### src/rtl/hero_write_rx.sv
// Receives HERO write beats, frames them into transactions and buffers them for a consumer.
// Overflow and over-length transactions are cut short with an error terminator entry.
module hero_write_rx #(
  parameter int DEPTH     = 16,
  parameter int MAX_BEATS = 8
) (
  input  logic        clk,
  input  logic        rst,
  input  logic [40:0] hero_in,
  output logic        rd_vld,
  input  logic        rd_rdy,
  output logic [35:0] rd_dat,
  output logic        rd_last,
  output logic        rd_err,
  output logic        ovf_err,
  output logic        len_err,
  output logic        proto_err,
  output logic [15:0] xact_cnt
);
  localparam int AW = $clog2(DEPTH);
  localparam int CW = AW + 1;
  localparam int BW = $clog2(MAX_BEATS) + 1;

  typedef enum logic [1:0] {S_IDLE, S_XACT, S_DROP} state_t;

  // hero_in layout: {cycle_type[3:0], wdat[35:0], clk_en}
  logic [3:0]  cycle_type;
  logic [35:0] wdat;
  logic        clk_en;
  assign cycle_type = hero_in[40:37];
  assign wdat       = hero_in[36:1];
  assign clk_en     = hero_in[0];

  state_t        state, state_nxt;
  logic [CW-1:0] count;
  logic [AW-1:0] wr_ptr, rd_ptr;
  logic [BW-1:0] beat_cnt, beat_nxt;
  logic [37:0]   mem [DEPTH];
  logic [37:0]   head;

  logic        is_valid, is_done, is_bad, rd_fire;
  logic        wr_en, wr_last, wr_err, xact_inc;
  logic [35:0] wr_dat;
  logic        ovf_nxt, len_nxt;

  assign is_valid = clk_en && (cycle_type == 4'd1);
  assign is_done  = clk_en && (cycle_type == 4'd2);
  assign is_bad   = clk_en && (cycle_type > 4'd2);

  assign rd_vld  = (count != '0);
  assign rd_fire = rd_vld && rd_rdy;
  assign head    = mem[rd_ptr];
  assign rd_dat  = rd_vld ? head[37:2] : '0;
  assign rd_last = rd_vld && head[1];
  assign rd_err  = rd_vld && head[0];

  always_comb begin
    state_nxt = state;
    beat_nxt  = beat_cnt;
    wr_en     = 1'b0;
    wr_dat    = wdat;
    wr_last   = 1'b0;
    wr_err    = 1'b0;
    xact_inc  = 1'b0;
    ovf_nxt   = 1'b0;
    len_nxt   = 1'b0;
    case (state)
      S_IDLE, S_XACT: begin
        if (is_valid || is_done) begin
          // Overflow is judged on the pre-read count; the last slot is kept for the terminator.
          if (count == CW'(DEPTH - 1)) begin
            wr_en     = 1'b1;
            wr_dat    = '0;
            wr_last   = 1'b1;
            wr_err    = 1'b1;
            ovf_nxt   = 1'b1;
            beat_nxt  = '0;
            state_nxt = is_valid ? S_DROP : S_IDLE;
          end else if (count == CW'(DEPTH)) begin
            ovf_nxt   = 1'b1;
            beat_nxt  = '0;
            state_nxt = is_valid ? S_DROP : S_IDLE;
          end else if (is_done) begin
            wr_en     = 1'b1;
            wr_last   = 1'b1;
            xact_inc  = 1'b1;
            beat_nxt  = '0;
            state_nxt = S_IDLE;
          end else if (beat_cnt == BW'(MAX_BEATS - 1)) begin
            wr_en     = 1'b1;
            wr_last   = 1'b1;
            wr_err    = 1'b1;
            len_nxt   = 1'b1;
            beat_nxt  = '0;
            state_nxt = S_DROP;
          end else begin
            wr_en     = 1'b1;
            beat_nxt  = beat_cnt + BW'(1);
            state_nxt = S_XACT;
          end
        end
      end
      S_DROP: begin
        if (is_done) state_nxt = S_IDLE;
      end
      default: state_nxt = S_IDLE;
    endcase
  end

  always_ff @(posedge clk) begin
    if (rst) begin
      state     <= S_IDLE;
      count     <= '0;
      wr_ptr    <= '0;
      rd_ptr    <= '0;
      beat_cnt  <= '0;
      xact_cnt  <= '0;
      ovf_err   <= 1'b0;
      len_err   <= 1'b0;
      proto_err <= 1'b0;
    end else begin
      state     <= state_nxt;
      beat_cnt  <= beat_nxt;
      ovf_err   <= ovf_nxt;
      len_err   <= len_nxt;
      proto_err <= is_bad;
      if (wr_en) wr_ptr <= wr_ptr + AW'(1);
      if (rd_fire) rd_ptr <= rd_ptr + AW'(1);
      if (xact_inc) xact_cnt <= xact_cnt + 16'd1;
      case ({wr_en, rd_fire})
        2'b10:   count <= count + CW'(1);
        2'b01:   count <= count - CW'(1);
        default: count <= count;
      endcase
    end
  end

  // Buffer storage carries no reset; visibility is governed by count.
  always_ff @(posedge clk) begin
    if (wr_en && !rst) mem[wr_ptr] <= {wr_dat, wr_last, wr_err};
  end
endmodule

### config.mk
export PLATFORM = sky130hd
export DESIGN_NAME = hero_write_rx
export DESIGN_NICKNAME = d
export VERILOG_FILES = /design/src/rtl/hero_write_rx.sv
export SDC_FILE = /design/constraint.sdc
export NUM_CORES = 1
export LEC_CHECK = 0
export BUFFER_PORTS_ARGS = -buffer_cell sky130_fd_sc_hd__buf_2
export CORE_MARGIN = 2
export CORE_UTILIZATION = 44
export CTS_BUF_LIST = sky130_fd_sc_hd__clkbuf_4 sky130_fd_sc_hd__clkbuf_8
export DETAILED_ROUTE_END_ITERATION = 10
export GPL_ROUTABILITY_DRIVEN = 0
export SLEW_MARGIN = 30
export SYNTH_ARGS = -nofsm -noshare
export SYNTH_HDL_FRONTEND = slang
export SYNTH_SLANG_ARGS = --single-unit
### constraint.sdc
create_clock -name clk -period 5.3 [get_ports clk]
set_input_delay 0 -clock clk [delete_from_list [all_inputs] [get_ports clk]]
set_output_delay 0 -clock clk [all_outputs]
set_load 0.02 [all_outputs]
==> impl_metrics.json <==
{
  "status": "complete, no violations",
  "cts_root_buf": "clkbuf_8",
  "core_area_sq_um": 56600,
  "leakage_uw": 0.009189,
  "htree_num_levels": 3,
  "post-place-ws_ns": 2.042,
  "cts_max_path_buffers": 3,
  "fin_nets": 1515,
  "wl_per_cell_microns": 22.85,
  "fp.dieW_microns": 244.0,
  "die_area_sq_um": 59510,
  "reg2reg_to": "count[4]$_SDFFE_PP0P_",
  "ir_worst_vdd_mv": 0.1915,
  "top_layer_used": "met4",
  "slew_violations": 0,
  "multi_input_comb_area_sq_um": 6052,
  "yosys_warnings": 0,
  "r2r_slack_ns": 0.81,
  "clock-sinks": 650,
  "dr.pass1.iters": 5,
  "hold_class": "in2reg",
  "syn_nets": 1288,
  "syn_area_sq_um": 25330,
  "reg2reg_from": "state[1]$_SDFFE_PP0P_",
  "grt_first_pass_wirelength_microns": 81060,
  "antenna_left": 0,
  "ioPinCount": 102,
  "ff_latch_area_sq_um": 19110,
  "grt_max_degree": 94,
  "rsz0062_at_grt": "false",
  "vias": 12470,
  "post_cts_resized": 0,
  "yosysUniqueCellTypes": 43,
  "drt_iter0_drc": 908,
  "min_period_ns": 4.493,
  "drt_wl_total_microns": 52570,
  "cp-start-kind": "register",
  "ys_ff_latch": 650,
  "whs_endpoint": "xact_cnt[8]$_SDFFE_PP0P_",
  "setup_tns_ns": 0,
  "yosys.area.top_type": "edfxtp_1",
  "rows": 87,
  "synthArstFlopShare_pct": 0,
  "nFillCells": 4542,
  "cts_hold_buf": 49,
  "synthTopCellsByArea": "edfxtp_1 (72%), mux4_2 (14%), dfxtp_1 (3.3%)",
  "reg2reg_depth": 12,
  "skew_ns": 0.01936,
  "synthToLayoutAreaGrowth_pct": 16.24,
  "synth_flop_cell": "edfxtp_1",
  "cp_max_fo": 7,
  "critical_path_class": "reg2reg",
  "grt_pass1_vias": 13390,
  "start_util_pct": 44.75,
  "drive_above_1_share_pct": 30.85,
  "insertion_delay_ns": 0.68,
  "min_from": "hero_in[40]",
  "hpwl_microns": 29940,
  "die_h_microns": 244.0,
  "dr_wl_met3_microns": 2460,
  "slew_headroom_pct": 39.50,
  "tightest_slew_ns": 0.9053,
  "setup_viol_count_final": 0,
  "numCtsBuffers": 105,
  "synth_seq_area_share_pct": 75.39,
  "maxCapViolCount": 0,
  "syn_inst": 1232,
  "avgSynthCellArea_sq_um": 20.56,
  "cts_tree": "done",
  "p_per_area_nw_per_um2": 381.0,
  "dr_wl_met2_microns": 25820,
  "antenna_found_initial": 1,
  "finalHoldViolations": 0,
  "cp.arrival_ns": 5.05,
  "grtUsageTotal_pct": 18.13,
  "remaining_drc_errors": 0,
  "hold_depth": 6,
  "synth_common_cells": "edfxtp_1 (608), mux4_2 (152), mux2i_1 (78), nor2_1 (52), dfxtp_1 (42)",
  "fmax_mhz": 222.5,
  "cts.clk_slew.worst_paths_ns": 0.06,
  "wl_met1_microns": 23180,
  "fin_ws_ns": 0.8066,
  "power_uw": 11220,
  "synth-edff-count": 608,
  "endpoint_kind": "register",
  "grt_overflow": 0,
  "synth_top_area_share_pct": 72.07,
  "final_area_sq_um": 29450,
  "post-route-period-util_pct": 84.78,
  "io_buffers": 101,
  "critPathRequiredTime_ns": 5.86,
  "synth_most_common_cell": "edfxtp_1",
  "place_area_sq_um": 26970,
  "viasPerCell": 5.420,
  "postCtsSetupRepairBufs": 0
}
[routing by layer]
metal,global-route usage (%),vias to the layer above
li1,-,5542
met1,24.76,6557
met2,29.80,286
met3,3.150,80
met4,5.972,0
met5,0,-
[sequential cells by signal, summed over array words and instances (netlist names), named ones only]
signal and cells:
mem 608, xact_cnt 16, count 5, beat_cnt 4
rd_ptr 4, wr_ptr 4, state 2, len_err 1
ovf_err 1, proto_err 1
[through the flow]
| step | hold WS, ns | utilization [%] | std cells |
|---|---|---|---|
| 2_1_floorplan | 0.1292 | - | 1232 |
| 5_1_grt | 0.1438 | 52.02 | 2300 |
| 3_3_place_gp | 0.2607 | 47.53 | 2056 |
| 6_report | 0.07524 | 52.02 | 2300 |
| 3_5_place_dp | 0.2765 | 47.64 | 2058 |
| 4_1_cts | 0.02256 | 51.97 | 2298 |
[worst max-delay path by stage]
stage / from / end
detailed placement: state[1]$_SDFFE_PP0P_ / mem[8][31]$_DFFE_PP_
finish: state[1]$_SDFFE_PP0P_ / count[4]$_SDFFE_PP0P_
floorplan: state[1]$_SDFFE_PP0P_ / mem[3][0]$_DFFE_PP_
global placement: state[1]$_SDFFE_PP0P_ / mem[6][36]$_DFFE_PP_
global route: state[1]$_SDFFE_PP0P_ / count[4]$_SDFFE_PP0P_
CTS: state[1]$_SDFFE_PP0P_ / count[4]$_SDFFE_PP0P_
[final cells by class]
type                            instances  area share, %
Inverter                               10         0.1275
Clock buffer                          141          5.889
Tap cell                              756          3.212
Antenna cell                            1       0.008498
Sequential cell                       650          64.89
Multi-Input combinational cell        509          20.55
Clock inverter                         50         0.7606
Timing Repair Buffer                  183          4.555
[placed cells by master (no fill, tap or decap), types with 4 or more instances in the layout]
cell and count:
buf_4 27, clkbuf_4 33, mux2i_1 78, nor3_2 4, xnor2_1 13, a21oi_1 12
nor2_4 12, nor3_1 5, ha_1 11, nand4_1 5, o21ai_0 8, nand2_1 21
nor2_1 39, nand2b_1 6, clkinv_1 36, nand3_1 16, nor4_1 9, o22ai_1 38
inv_1 10, clkbuf_8 108, clkinv_2 9, and2_1 37, buf_2 101, edfxtp_1 608
mux4_2 152, nor2b_1 5, dlygate4sd3_1 49, dfxtp_1 39, xor2_1 7
[logic make-up after synthesis]
group | count (synthesis) | share of synthesized area [%]
AO/OA/AOI/OAI | 64 | 1.546
XOR/XNOR | 20 | 0.6915
adder cells (fa/ha/maj) | 12 | 0.6223
buffers and inverters | 73 | 1.215
flip-flops | 650 | 75.39
multiplexers | 234 | 16.82
AND/OR/NAND/NOR | 179 | 3.719
[where the power goes]
group,leakage (uW),internal (uW),switching (uW)
Combinational,0.00238,708,811
Clock,0.00104,2120,1900
Sequential,0.00578,5620,61.3
Total,0.00919,8450,2770
[critical path: stages (launching register included)]
cell and delay [ns]:
dfxtp_1 0.33, or4b_4 0.52, dlygate4sd3_1 0.65, a21oi_4 0.19
dlygate4sd3_1 0.74, nand2_4 0.12, ha_1 0.26, ha_1 0.33
nor2b_1 0.15, o21ai_0 0.24, a21oi_1 0.11, or3b_2 0.45
mux2_2 0.28
Power figures use the tool's default switching activity.
